File: config.mk
export PLATFORM = sky130hd
export DESIGN_NAME = sam_vram_line_fetcher
export DESIGN_NICKNAME = d
export VERILOG_FILES = /design/src/rtl/sam_video_pkg.sv /design/src/rtl/sam_sync_fifo.sv /design/src/rtl/sam_vram_line_fetcher.sv
export SDC_FILE = /design/constraint.sdc
export NUM_CORES = 1
export LEC_CHECK = 0
export ABC_AREA = 0
export BUFFER_PORTS_ARGS = -buffer_cell sky130_fd_sc_hd__buf_2
export CAP_MARGIN = 20
export CORE_ASPECT_RATIO = 0.75
export CORE_MARGIN = 2
export CORE_UTILIZATION = 40
export DETAILED_ROUTE_END_ITERATION = 8
export PLACE_DENSITY = 0.63
export SLEW_MARGIN = 30
export SYNTH_ARGS = -nofsm -noshare
export SYNTH_HDL_FRONTEND = slang
export SYNTH_SLANG_ARGS = --single-unit
File: constraint.sdc
create_clock -name clk -period 4.8 [get_ports clk]
set_input_delay 0.96 -clock clk [delete_from_list [all_inputs] [get_ports clk]]
set_output_delay 0.96 -clock clk [all_outputs]
set_load 0.01 [all_outputs]
File: src/rtl/sam_video_pkg.sv
// sam_video_pkg
// Shared definitions for the SAM video fetch path. It provides the line-fetcher
// FSM states, the screen geometry constants and the helper that builds a
// linear mode 3/4 VRAM address.
// Ports: none (package).
package sam_video_pkg;

    typedef enum logic [1:0] {
        IDLE  = 2'd0,
        FETCH = 2'd1,
        DONE  = 2'd2
    } fetch_state_t;

    localparam int SCREEN_LINES      = 192;
    localparam int MODE34_LINE_BYTES = 128;
    localparam int VRAM_ADDR_W       = 19;

    // Screen pages come in pairs, so bit 0 of the page number does not take
    // part in the address. A mode 3/4 line is 128 linear bytes.
    function automatic logic [VRAM_ADDR_W-1:0] line_addr(
        input logic [4:0] page,
        input logic [7:0] line,
        input logic [6:0] col
    );
        return {page[4:1], line, col};
    endfunction

endpackage

File: src/rtl/sam_sync_fifo.sv
// sam_sync_fifo
// Show-ahead synchronous FIFO. The head entry is always presented on
// pop_data, which reads as zero when the FIFO is empty. A push and a pop in
// the same cycle are allowed even when the FIFO is full, because the pop
// frees the slot that the push fills. The flush input empties the FIFO in one
// cycle and takes priority over push and pop.
// Ports:
//   clk        in   1      clock, posedge
//   rst        in   1      synchronous reset, active-high
//   flush      in   1      discard all contents
//   push       in   1      write push_data
//   push_data  in   WIDTH  write data
//   pop        in   1      advance the head (ignored when empty)
//   pop_data   out  WIDTH  head entry, zero when empty
//   empty      out  1      no entries
//   full       out  1      DEPTH entries
module sam_sync_fifo #(
    parameter int DEPTH = 8,
    parameter int WIDTH = 8
) (
    input  logic             clk,
    input  logic             rst,
    input  logic             flush,
    input  logic             push,
    input  logic [WIDTH-1:0] push_data,
    input  logic             pop,
    output logic [WIDTH-1:0] pop_data,
    output logic             empty,
    output logic             full
);

    localparam int AW = $clog2(DEPTH);

    // The pointers carry one extra wrap bit. When the low bits are equal,
    // that bit tells a full FIFO apart from an empty one.
    logic [AW:0]      wr_ptr;
    logic [AW:0]      rd_ptr;
    logic [WIDTH-1:0] mem [DEPTH];
    logic             do_push;
    logic             do_pop;

    assign empty   = (wr_ptr == rd_ptr);
    assign full    = (wr_ptr[AW] != rd_ptr[AW]) && (wr_ptr[AW-1:0] == rd_ptr[AW-1:0]);
    assign do_pop  = pop && !empty;
    assign do_push = push && (!full || do_pop);

    assign pop_data = empty ? '0 : mem[rd_ptr[AW-1:0]];

    // Pointer update. Reset and flush both return the FIFO to empty.
    always_ff @(posedge clk) begin
        if (rst || flush) begin
            wr_ptr <= '0;
            rd_ptr <= '0;
        end else begin
            if (do_push) begin
                wr_ptr <= wr_ptr + (AW+1)'(1);
            end
            if (do_pop) begin
                rd_ptr <= rd_ptr + (AW+1)'(1);
            end
        end
    end

    // The storage array has no reset. Entries are only read back after a push.
    always_ff @(posedge clk) begin
        if (do_push && !flush) begin
            mem[wr_ptr[AW-1:0]] <= push_data;
        end
    end

endmodule

File: src/rtl/sam_vram_line_fetcher.sv
// sam_vram_line_fetcher
// Video-side client of the SRAM turn arbiter. On each line_start it latches
// the display line and screen page. During the ASIC's SRAM turns it then
// walks the 128 linear bytes of that mode 3/4 scanline. It captures one byte
// per turn into a show-ahead FIFO, which the pixel serialiser drains.
// Ports:
//   clk           in   1   clock, posedge
//   rst           in   1   synchronous reset, active-high
//   whichturn     in   1   1 = ASIC owns the SRAM this cycle
//   line_start    in   1   pulse: begin fetching a new line
//   line_num      in   8   display line, sampled on line_start
//   screen_page   in   5   screen page, sampled on line_start (bit 0 unused)
//   vramaddr      out  19  SRAM address for ASIC turns
//   data_to_asic  in   8   SRAM read data, valid while whichturn=1
//   pix_rd        in   1   pop request from the serialiser
//   pix_data      out  8   FIFO head, 8'h00 when empty
//   pix_valid     out  1   FIFO non-empty
//   line_done     out  1   pulse after the last byte of the line is pushed
//   underrun      out  1   sticky: pop attempted while empty
module sam_vram_line_fetcher
    import sam_video_pkg::*;
#(
    parameter int FIFO_DEPTH = 8,
    parameter int SAMPLE_DLY = 1,
    parameter int LINE_BYTES = MODE34_LINE_BYTES
) (
    input  logic        clk,
    input  logic        rst,
    input  logic        whichturn,
    input  logic        line_start,
    input  logic [7:0]  line_num,
    input  logic [4:0]  screen_page,
    output logic [18:0] vramaddr,
    input  logic [7:0]  data_to_asic,
    input  logic        pix_rd,
    output logic [7:0]  pix_data,
    output logic        pix_valid,
    output logic        line_done,
    output logic        underrun
);

    // The turn counter saturates rather than wrapping. This means it passes
    // SAMPLE_DLY only once per turn, so a turn captures at most one byte.
    localparam int TC_W     = $clog2(SAMPLE_DLY + 2);
    localparam int LAST_COL = LINE_BYTES - 1;

    fetch_state_t state;
    fetch_state_t next_state;

    logic [TC_W-1:0] tc;
    logic [6:0]      col;
    logic [7:0]      line_q;
    logic [4:0]      page_q;
    logic            capture;
    logic            pop_ok;
    logic            push;
    logic            last_col;
    logic            fifo_empty;
    logic            fifo_full;

    assign capture  = whichturn && (tc == TC_W'(SAMPLE_DLY));
    assign pop_ok   = pix_rd && pix_valid;
    assign last_col = (col == 7'(LAST_COL));

    // Next-state logic and push decision. A line_start overrides any capture
    // in the same cycle, so the byte from that capture is dropped. When the
    // FIFO is full, a simultaneous pop frees the slot for the push.
    always_comb begin
        next_state = state;
        push       = 1'b0;
        case (state)
            IDLE: begin
                if (line_start) begin
                    next_state = FETCH;
                end
            end
            FETCH: begin
                if (line_start) begin
                    next_state = FETCH;
                end else if (capture && (!fifo_full || pop_ok)) begin
                    push = 1'b1;
                    if (last_col) begin
                        next_state = DONE;
                    end
                end
            end
            DONE: begin
                if (line_start) begin
                    next_state = FETCH;
                end
            end
            default: next_state = IDLE;
        endcase
    end

    // State register.
    always_ff @(posedge clk) begin
        if (rst) begin
            state <= IDLE;
        end else begin
            state <= next_state;
        end
    end

    // Turn counter. It counts cycles since the ASIC turn began.
    always_ff @(posedge clk) begin
        if (rst || !whichturn) begin
            tc <= '0;
        end else if (tc != '1) begin
            tc <= tc + TC_W'(1);
        end
    end

    // Line context, column walk, address and status flags. The address is
    // registered from col, so it follows col one cycle later. The column
    // stops at the last byte and does not wrap.
    always_ff @(posedge clk) begin
        if (rst) begin
            line_q    <= '0;
            page_q    <= '0;
            col       <= '0;
            vramaddr  <= '0;
            line_done <= 1'b0;
            underrun  <= 1'b0;
        end else begin
            vramaddr  <= line_addr(page_q, line_q, col);
            line_done <= push && last_col;
            if (line_start) begin
                line_q   <= line_num;
                page_q   <= screen_page;
                col      <= '0;
                underrun <= 1'b0;
            end else begin
                if (push && !last_col) begin
                    col <= col + 7'd1;
                end
                if (pix_rd && !pix_valid) begin
                    underrun <= 1'b1;
                end
            end
        end
    end

    sam_sync_fifo #(
        .DEPTH(FIFO_DEPTH),
        .WIDTH(8)
    ) u_fifo (
        .clk       (clk),
        .rst       (rst),
        .flush     (line_start),
        .push      (push),
        .push_data (data_to_asic),
        .pop       (pix_rd),
        .pop_data  (pix_data),
        .empty     (fifo_empty),
        .full      (fifo_full)
    );

    assign pix_valid = !fifo_empty;

endmodule

==> results of run 1 <==
where the power goes:
group	internal [mW]	total (mW)	switching [mW]	leakage, nW
logic	0.0228	0.0556	0.0328	0.730
registers	1.08	1.09	0.00525	1.02
clock network	0.809	1.24	0.434	0.284
total	1.92	2.39	0.472	2.04
cell usage after synthesis:
master,number,area (um2)
xor2_1,3,26.3
or2_2,1,6.26
inv_1,3,11.3
o21a_1,1,7.51
buf_2,5,25.0
a21oi_1,12,60.1
mux2i_1,21,210
a31oi_1,1,6.26
buf_6,1,11.3
nand3_1,6,30.0
xnor2_1,4,35.0
mux4_2,16,360
nor2b_1,19,119
buf_4,3,22.5
o21ai_4,1,16.3
and4_1,1,8.76
nor3b_1,2,15.0
nor3_4,1,16.3
dfxtp_1,55,1100
nand3_2,1,10.0
ha_1,5,62.6
nor2_1,33,124
nand4_1,2,12.5
a41oi_1,1,8.76
o21ai_0,8,40.0
and3_4,1,11.3
or4_1,4,30.0
nor4_1,2,12.5
a41o_1,1,10.0
nor4b_1,2,17.5
edfxtp_1,64,1920
clkbuf_2,1,5.00
nand2_1,10,37.5
nor3_1,4,20.0
or3_1,5,31.3
clkbuf_1,7,26.3
buf_1,2,7.51
nand2b_1,4,25.0
o31ai_1,3,22.5
layer usage:
| metal | part of all wire (%) | track usage, % | wire, um | vias up |
|---|---|---|---|---|
| li1 | - | - | - | 1294 |
| met1 | 47 | 18.7 | 3970 | 1307 |
| met2 | 48 | 24.4 | 4040 | 53 |
| met3 | 3.5 | 4.89 | 297 | 11 |
| met4 | 1.5 | 6.59 | 130 | 0 |
| met5 | 0 | 0 | 0 | - |
metrics by stage:
stage | cells | hold slack, ps
finish | 528 | 455
global route | 528 | 472
CTS | 528 | 457
detailed placement | 496 | 450
global placement | 496 | 443
floorplan | 316 | 437
flip-flops by register name, summed over array words and instances (netlist names), 2 cells and up, named ones only:
| name | cells |
|---|---|
| page_q | 4 |
| line_q | 8 |
| col | 7 |
| state | 2 |
| u_fifo.rd_ptr | 4 |
| vramaddr | 19 |
| u_fifo.mem | 64 |
| tc | 2 |
| u_fifo.wr_ptr | 4 |
critical path: stages, from the launching register on:
cell and delay, ps:
dfxtp_1 560, xnor2_1 180, nand3_2 190, nor2_2 540, nor2_1 130, buf_2 170
logic make-up after synthesis:
| group | share of synthesized area [%] |
|---|---|
| AOI/OAI and AO/OA | 3.79 |
| xor gates and xnor gates | 1.36 |
| adders and majority gates | 1.38 |
| buffers and inverters | 2.41 |
| DFF | 66.8 |
| muxes | 12.6 |
| and+or+nand+nor | 11.6 |
path summary, 6_finish.rpt:
check | endpoint | slack [ps] | cells after the start
worst max-delay path | pix_data[3] | 1650 | 5
worst min-delay path | vramaddr[12]$_SDFF_PP0_ | 460 | 1
worst max register to register | u_fifo.mem[6][4]$_DFFE_PP_ | 2340 | 6
worst min register to register | vramaddr[12]$_SDFF_PP0_ | 460 | 1
placed cells by master (no fill, tap or decap), types with 8 or more instances in the layout:
master and n:
a21oi_1 12, buf_2 54, clkbuf_16 17, dfxtp_1 54, edfxtp_1 64, mux2i_1 21, mux4_2 16, nand2_1 10
nor2_1 31, nor2b_1 19, o21ai_0 8
layout make-up:
| type | count | area share [%] |
|---|---|---|
| Sequential cell | 119 | 54.8 |
| Clock buffer | 18 | 7.78 |
| Timing Repair Buffer | 59 | 5.58 |
| Inverter | 3 | 0.204 |
| Multi-Input combinational cell | 175 | 25.5 |
| Clock inverter | 14 | 2.88 |
| Tap cell | 140 | 3.18 |
==> impl_metrics.json, run 1 <==
{
  "post_cts_resized": 0,
  "ios": 56,
  "yosysWarnings": 0,
  "fillCellCount": 946,
  "dp_slack_ps": 1680,
  "cp.arrival_ps": 2190,
  "wl_um": 8440,
  "grt_first_pass_wirelength_um": 13400,
  "initial_core_util_pct": 41.2,
  "grt_pass1_vias": 2570,
  "worstPathRequired_ps": 3840,
  "status": "completed",
  "finalHoldViolCount": 0,
  "post_dp_cell_area_um2": 4920,
  "power_density_nw_per_um2": 433,
  "end_kind": "output pin",
  "relSlewSlack_pct": 41.6,
  "drt_pass1_iterations": 5,
  "hpwl_um": 5380,
  "finalSetupViolCount": 0,
  "timing.final.crit_share_pct": 65.6,
  "syn_area_per_cell_um2": 14.3,
  "drv_cap": 0,
  "die_area_um2": 12200,
  "critPathLaunch": "u_fifo.wr_ptr[0]$_SDFFE_PP0P_",
  "grt_util_all_layers_pct": 15.0,
  "layout-drive-gt1-share_pct": 29.4,
  "fin_area_um2": 5510,
  "grt-ovfl-total": 0,
  "initialDrtViolationCount": 238,
  "reg2reg_from": "tc[0]$_SDFFE_PP0P_",
  "die_w_um": 127,
  "avgViaCountPerCell": 5.05,
  "vdd_drop_max_mv": 0.228,
  "syn_inst": 316,
  "seqCellArea_um2": 3020,
  "die_h_um": 96.1,
  "coreArea_um2": 11000,
  "netlist_area_um2": 4520,
  "clock_insertion_delay_worst_skew_ps": 400,
  "drtAntennaViolNets": 0,
  "synth-seq-cells": 119,
  "tritoncts": "done",
  "htree_levels": 4,
  "hp-class": "flop to flop",
  "multi_input_area_um2": 1410,
  "n_antenna_cell": 0,
  "clock_skew_ps": 4.33,
  "worstSetupPathType": "flop to output pin",
  "finalWorstSetupSlack_ps": 1650,
  "post_cts_buffers": 0,
  "critical_path.startpoint_type": "flop",
  "wl_per_cell_um": 16.0,
  "yosysSeqAreaShare_pct": 66.8,
  "syn_to_final_growth_pct": 21.9,
  "rsz0062_at_grt": "false",
  "fmax_mhz": 318,
  "fin_tns_setup_ps": 0,
  "synth_cell_types": 39,
  "holdCritStartpoint": "line_q[5]$_SDFFE_PP0P_",
  "clkTransAtPathRegs_ps": 50,
  "antenna_found_initial": 0,
  "cts_buffer_depth": 2,
  "total_power_mw": 2.39,
  "maxSlewViolCount": 0,
  "rows": 33,
  "clock-sinks": 119,
  "tightest_slew_ps": 871,
  "syn-num-nets": 347,
  "nets": 406,
  "finalCriticalPeriod_ps": 3150,
  "p_leak_nw": 2.04,
  "hold_buffers": 0,
  "critPathMaxFanout": 14,
  "gp_congestion": 0.695,
  "cts_made_buffers": 17,
  "fin_util_pct": 50.2,
  "cts-root-buf": "clkbuf_16",
  "port_buffers": 54,
  "grt_max_degree": 38,
  "drt_drc_violations_left": 0,
  "vias": 2665
}
Note: power is estimated with default switching activity, not from simulation.
==> run 2, diff against run 1 <==
- clock period: 4.8 -> 2.9 ns (I/O delays scaled with it)
==> run 2 against run 1 <==
Clock skew grew 2.3 ps. Sequential share of layout area shrank 0.88 points. Via count grew 0.83%. Clock power grew 81%. Core utilization grew 0.80 points. Total power grew 73%. Count of clock-buffer cells in the layout shrank 1. Sequential power grew 65%. Register-to-register slack lost 1500 ps. Cell count grew 1.3%.
==> impl_metrics.json, run 2 (same netlist as run 1, synthesis figures left out) <==
{
  "status": "completed",
  "die_area_um2": 12200,
  "coreArea_um2": 11000,
  "fmax_mhz": 399,
  "layout-drive-gt1-share_pct": 30.1,
  "avgViaCountPerCell": 5.02,
  "port_buffers": 54,
  "multi_input_area_um2": 1390,
  "clkTransAtPathRegs_ps": 60,
  "die_w_um": 127,
  "grt_util_all_layers_pct": 14.8,
  "n_antenna_cell": 0,
  "finalHoldViolCount": 0,
  "final_common_cell": "edfxtp_1",
  "crit_family": "multiplexers",
  "end_kind": "output pin",
  "cts-root-buf": "clkbuf_16",
  "clock_insertion_delay_worst_skew_ps": 410,
  "power_density_nw_per_um2": 739,
  "grt_max_degree": 38,
  "die_h_um": 96.1,
  "drtAntennaViolNets": 0,
  "cts_made_buffers": 17,
  "grt-ovfl-total": 0,
  "hpwl_um": 5250,
  "critPathSlowestCell": "mux4_2",
  "drt_drc_violations_left": 0,
  "finalCriticalPeriod_ps": 2510,
  "gp_congestion": 0.686,
  "vias": 2687,
  "rsz0062_at_grt": "false",
  "hp-class": "input pin to flop",
  "cp.arrival_ps": 1930,
  "initialDrtViolationCount": 175,
  "drt_pass1_iterations": 4,
  "timing.final.crit_share_pct": 86.5,
  "relSlewSlack_pct": 58.5,
  "post_cts_buffers": 0,
  "nets": 413,
  "initial_core_util_pct": 41.2,
  "worstSetupPathType": "flop to output pin",
  "most-common-layout-cells": "64 x edfxtp_1, 55 x dfxtp_1, 54 x buf_2, 33 x nor2_1, 21 x mux2i_1",
  "wl_per_cell_um": 15.5,
  "fin_tns_setup_ps": 0,
  "grt_pass1_vias": 2596,
  "maxSlewViolCount": 0,
  "tritoncts": "done",
  "cts_buffer_depth": 2,
  "drv_cap": 0,
  "ios": 56,
  "hold_buffers": 0,
  "finalSetupViolCount": 0,
  "tightest_slew_ps": 622,
  "holdWs_ps": 408,
  "htree_levels": 4,
  "clock_skew_ps": 6.64,
  "worstPathRequired_ps": 2320,
  "cp_cell_sequence": "buf_4, mux4_2, mux2i_1, nor2_1, buf_2",
  "vdd_drop_max_mv": 0.411,
  "critPathMaxStageDelay_ps": 560,
  "clock-sinks": 119,
  "path_buf_inv": 2,
  "antenna_found_initial": 0,
  "p_leak_nw": 2.10,
  "largest_register_ff_count": 64,
  "wl_um": 8270,
  "critPathMaxFanout": 16,
  "grt_first_pass_wirelength_um": 13300,
  "fillCellCount": 922,
  "seqCellArea_um2": 3020,
  "critical_path.startpoint_type": "flop",
  "post_cts_resized": 0,
  "syn_to_final_growth_pct": 23.8,
  "rows": 33
}
run 2: power breakdown:
part	internal, mW	switching, mW
combinational	0.0386	0.0539
sequential	1.79	0.00848
clock	1.46	0.784
run 2: worst paths after layout:
path | startpoint | slack, ps | cells after the start | to
max | flop | 390 | 5 | pix_data[3]
min reg2reg | line_q[4]$_SDFFE_PP0P_ | 460 | 1 | vramaddr[11]$_SDFF_PP0_
min | line_num[3] | 410 | 3 | line_q[3]$_SDFFE_PP0P_
max reg2reg | tc[0]$_SDFFE_PP0P_ | 810 | 7 | u_fifo.mem[6][1]$_DFFE_PP_
run 2: through the flow:
stage                     area (um2)  setup WS (ps)  utilization, %  cells  total power, mW
after floorplan                 4520            312               -    316             1.89
after global placement          4960            671            45.2    503             1.93
after detailed placement        4960            646            45.2    503             1.93
after CTS                       5600            325            51.0    535             4.19
after global routing            5600            262            51.0    535             4.27
final                           5600            392            51.0    535             4.14
run 2: area by class of cell:
class                           count  share of cell area, %
Clock inverter                     15                   3.82
Clock buffer                       17                   7.59
Inverter                            3                  0.201
Tap cell                          140                   3.13
Multi-Input combinational cell    175                   24.9
Timing Repair Buffer               66                   6.43
Sequential cell                   119                   54.0
run 2: per-layer routing:
metal,vias up,share of wire [%],global-route usage [%]
met5,-,0,0
met4,0,1.4,6.96
met3,10,3.9,4.50
met2,53,49,23.7
met1,1331,46,18.8
li1,1293,-,-
run 2: worst register-to-register path, cell delays in order (launching register included):
cell and delay [ps]:
dfxtp_1 380, ha_1 160, nand2_1 110, nor3_4 240, o21a_1 320, nand2_1 140
nor3b_1 210, buf_4 220
==> run 3, diff against run 2 <==
- CORE_UTILIZATION: 40 -> 34
- PLACE_DENSITY: 0.63 -> 0.55
==> run 3 against run 2 <==
Non-clock buffer count shrank 1. Cell count is 5.4% higher. Clock power fell by 12%. First-iteration DRC count increased by 15%. Via count decreased by 1.8%. Worst setup slack got worse by 32 ps. Routed wire length is 0.74% higher. Global-route usage down 2.2 points.
==> impl_metrics.json, run 3 (same netlist as run 1, synthesis figures left out) <==
{
  "cts_made_buffers": 17,
  "avgViaCountPerCell": 4.68,
  "clkTransAtPathRegs_ps": 50,
  "fin_area_um2": 5550,
  "rsz0062_at_grt": "false",
  "initialDrtViolationCount": 201,
  "p_int_mw": 3.08,
  "grt_util_all_layers_pct": 12.6,
  "seqPwrFrac_pct": 46.7,
  "clock-sinks": 119,
  "nets": 412,
  "final_common_cell": "edfxtp_1",
  "hp-class": "input pin to flop",
  "gp_congestion": 0.711,
  "clock_skew_ps": 14.3,
  "finalWorstSetupSlack_ps": 360,
  "die_area_um2": 14300,
  "relSlewSlack_pct": 58.9,
  "syn_to_final_growth_pct": 22.8,
  "grt_max_degree": 38,
  "clock_insertion_delay_worst_skew_ps": 410,
  "reg2regPathDepth": 7,
  "end_kind": "output pin",
  "p_clk_share_pct": 50.9,
  "hold_depth": 3,
  "drt_drc_violations_left": 0,
  "initial_core_util_pct": 34.9,
  "switchingPower_mw": 0.777,
  "cts_buffer_depth": 2,
  "hpwl_um": 5320,
  "drt_pass1_iterations": 4,
  "post_dp_cell_area_um2": 4990,
  "cts-root-buf": "clkbuf_16",
  "instances_no_fill": 564,
  "switching_share_pct": 20.1,
  "grt-ovfl-total": 0,
  "drv_cap": 0,
  "post_cts_buffers": 0,
  "die_h_um": 104,
  "largest_register_ff_count": 64,
  "rows": 36,
  "dp_slack_ps": 537,
  "hold_buffers": 0,
  "wl_per_cell_um": 14.8,
  "vias": 2638,
  "fmax_mhz": 394,
  "htree_levels": 4,
  "cp.arrival_ps": 1960,
  "tritoncts": "done",
  "dp_cells": 533,
  "fillCellCount": 1206,
  "wl_um": 8340,
  "antenna_found_initial": 0,
  "critical_path.startpoint_type": "flop",
  "critPathMaxFanout": 16,
  "post_cts_resized": 0,
  "p_leak_nw": 2.05,
  "drtAntennaViolNets": 0,
  "tightest_slew_ps": 616,
  "timing.final.crit_share_pct": 87.6,
  "grt_first_pass_wirelength_um": 13400,
  "maxSlewViolCount": 0,
  "ios": 56,
  "finalSetupViolCount": 0,
  "grt_pass1_vias": 2574,
  "power_density_nw_per_um2": 695,
  "most-common-layout-cells": "64 x edfxtp_1, 55 x dfxtp_1, 54 x buf_2, 33 x nor2_1, 21 x mux2i_1",
  "n_antenna_cell": 0,
  "status": "completed",
  "total_power_mw": 3.86,
  "seqCellArea_um2": 3020,
  "power_frac_comb_pct": 2.4,
  "finalCriticalPeriod_ps": 2540,
  "fin_tns_setup_ps": 0,
  "coreArea_um2": 13000,
  "port_buffers": 54,
  "vdd_drop_max_mv": 0.328,
  "worstSetupPathType": "flop to output pin",
  "worstPathRequired_ps": 2320,
  "die_w_um": 137,
  "layout-drive-gt1-share_pct": 29.3,
  "multi_input_area_um2": 1390,
  "finalHoldViolCount": 0
}
## run 3: changes by cell type in the layout (fill, tap and decap cells not counted)
| cell | before | now |
|---|---|---|
| bufinv_16 | 4 | 2 |
| clkinvlp_4 | 1 | 4 |
| clkinvlp_2 | 1 | 0 |
| clkinv_1 | 0 | 1 |
| clkbuf_1 | 0 | 1 |
| inv_8 | 1 | 0 |
| buf_4 | 12 | 11 |
| clkinv_4 | 2 | 1 |
| clkinv_2 | 0 | 4 |
| inv_6 | 6 | 1 |
## run 3: path summary, 6_finish.rpt
kind / end / from / slack, ps
max reg2reg: u_fifo.mem[6][5]$_DFFE_PP_ / tc[0]$_SDFFE_PP0P_ / 770
min: line_q[6]$_SDFFE_PP0P_ / line_num[6] / 410
max: pix_data[2] / flop / 360
min reg2reg: vramaddr[12]$_SDFF_PP0_ / line_q[5]$_SDFFE_PP0P_ / 460
## run 3: area by class of cell
| type | instances | area share (%) |
|---|---|---|
| well taps | 171 | 3.85 |
| flip-flops and latches | 119 | 54.4 |
| multi-input cells | 175 | 25.1 |
| inverters | 3 | 0.203 |
| clock inverters | 13 | 2.37 |
| repair buffers | 65 | 6.35 |
| clock buffers | 18 | 7.73 |
## run 3: per-layer routing
layer / GRT usage (%) / wire [um] / up-vias
met5: 0 / 0 / -
met4: 5.15 / 112 / 0
met3: 4.34 / 513 / 10
met2: 18.8 / 3900 / 56
met1: 16.7 / 3810 / 1272
li1: - / - / 1300
## run 3: critical path, cell delays in order, from the launching register on
cell,delay (ps)
dfxtp_1,300
buf_4,320
mux4_2,560
mux2i_1,180
nor2_1,60
buf_2,140
## run 3: per-stage QoR
| stage | util (%) | hold WS [ps] |
|---|---|---|
| 2_1_floorplan | - | 437 |
| 3_3_place_gp | 38.5 | 441 |
| 3_5_place_dp | 38.5 | 450 |
| 4_1_cts | 42.8 | 397 |
| 5_1_grt | 42.8 | 418 |
| 6_report | 42.8 | 414 |
## run 3: power by group through the flow
| stage | logic, mW | registers, mW | clock network [mW] |
|---|---|---|---|
| floorplan | 0.0482 | 1.84 | 0 |
| global placement | 0.0903 | 1.84 | 0 |
| detailed placement | 0.0944 | 1.84 | 0 |
| CTS | 0.0945 | 1.80 | 2.00 |
| global route | 0.104 | 1.80 | 2.08 |
| finish | 0.0920 | 1.80 | 1.97 |
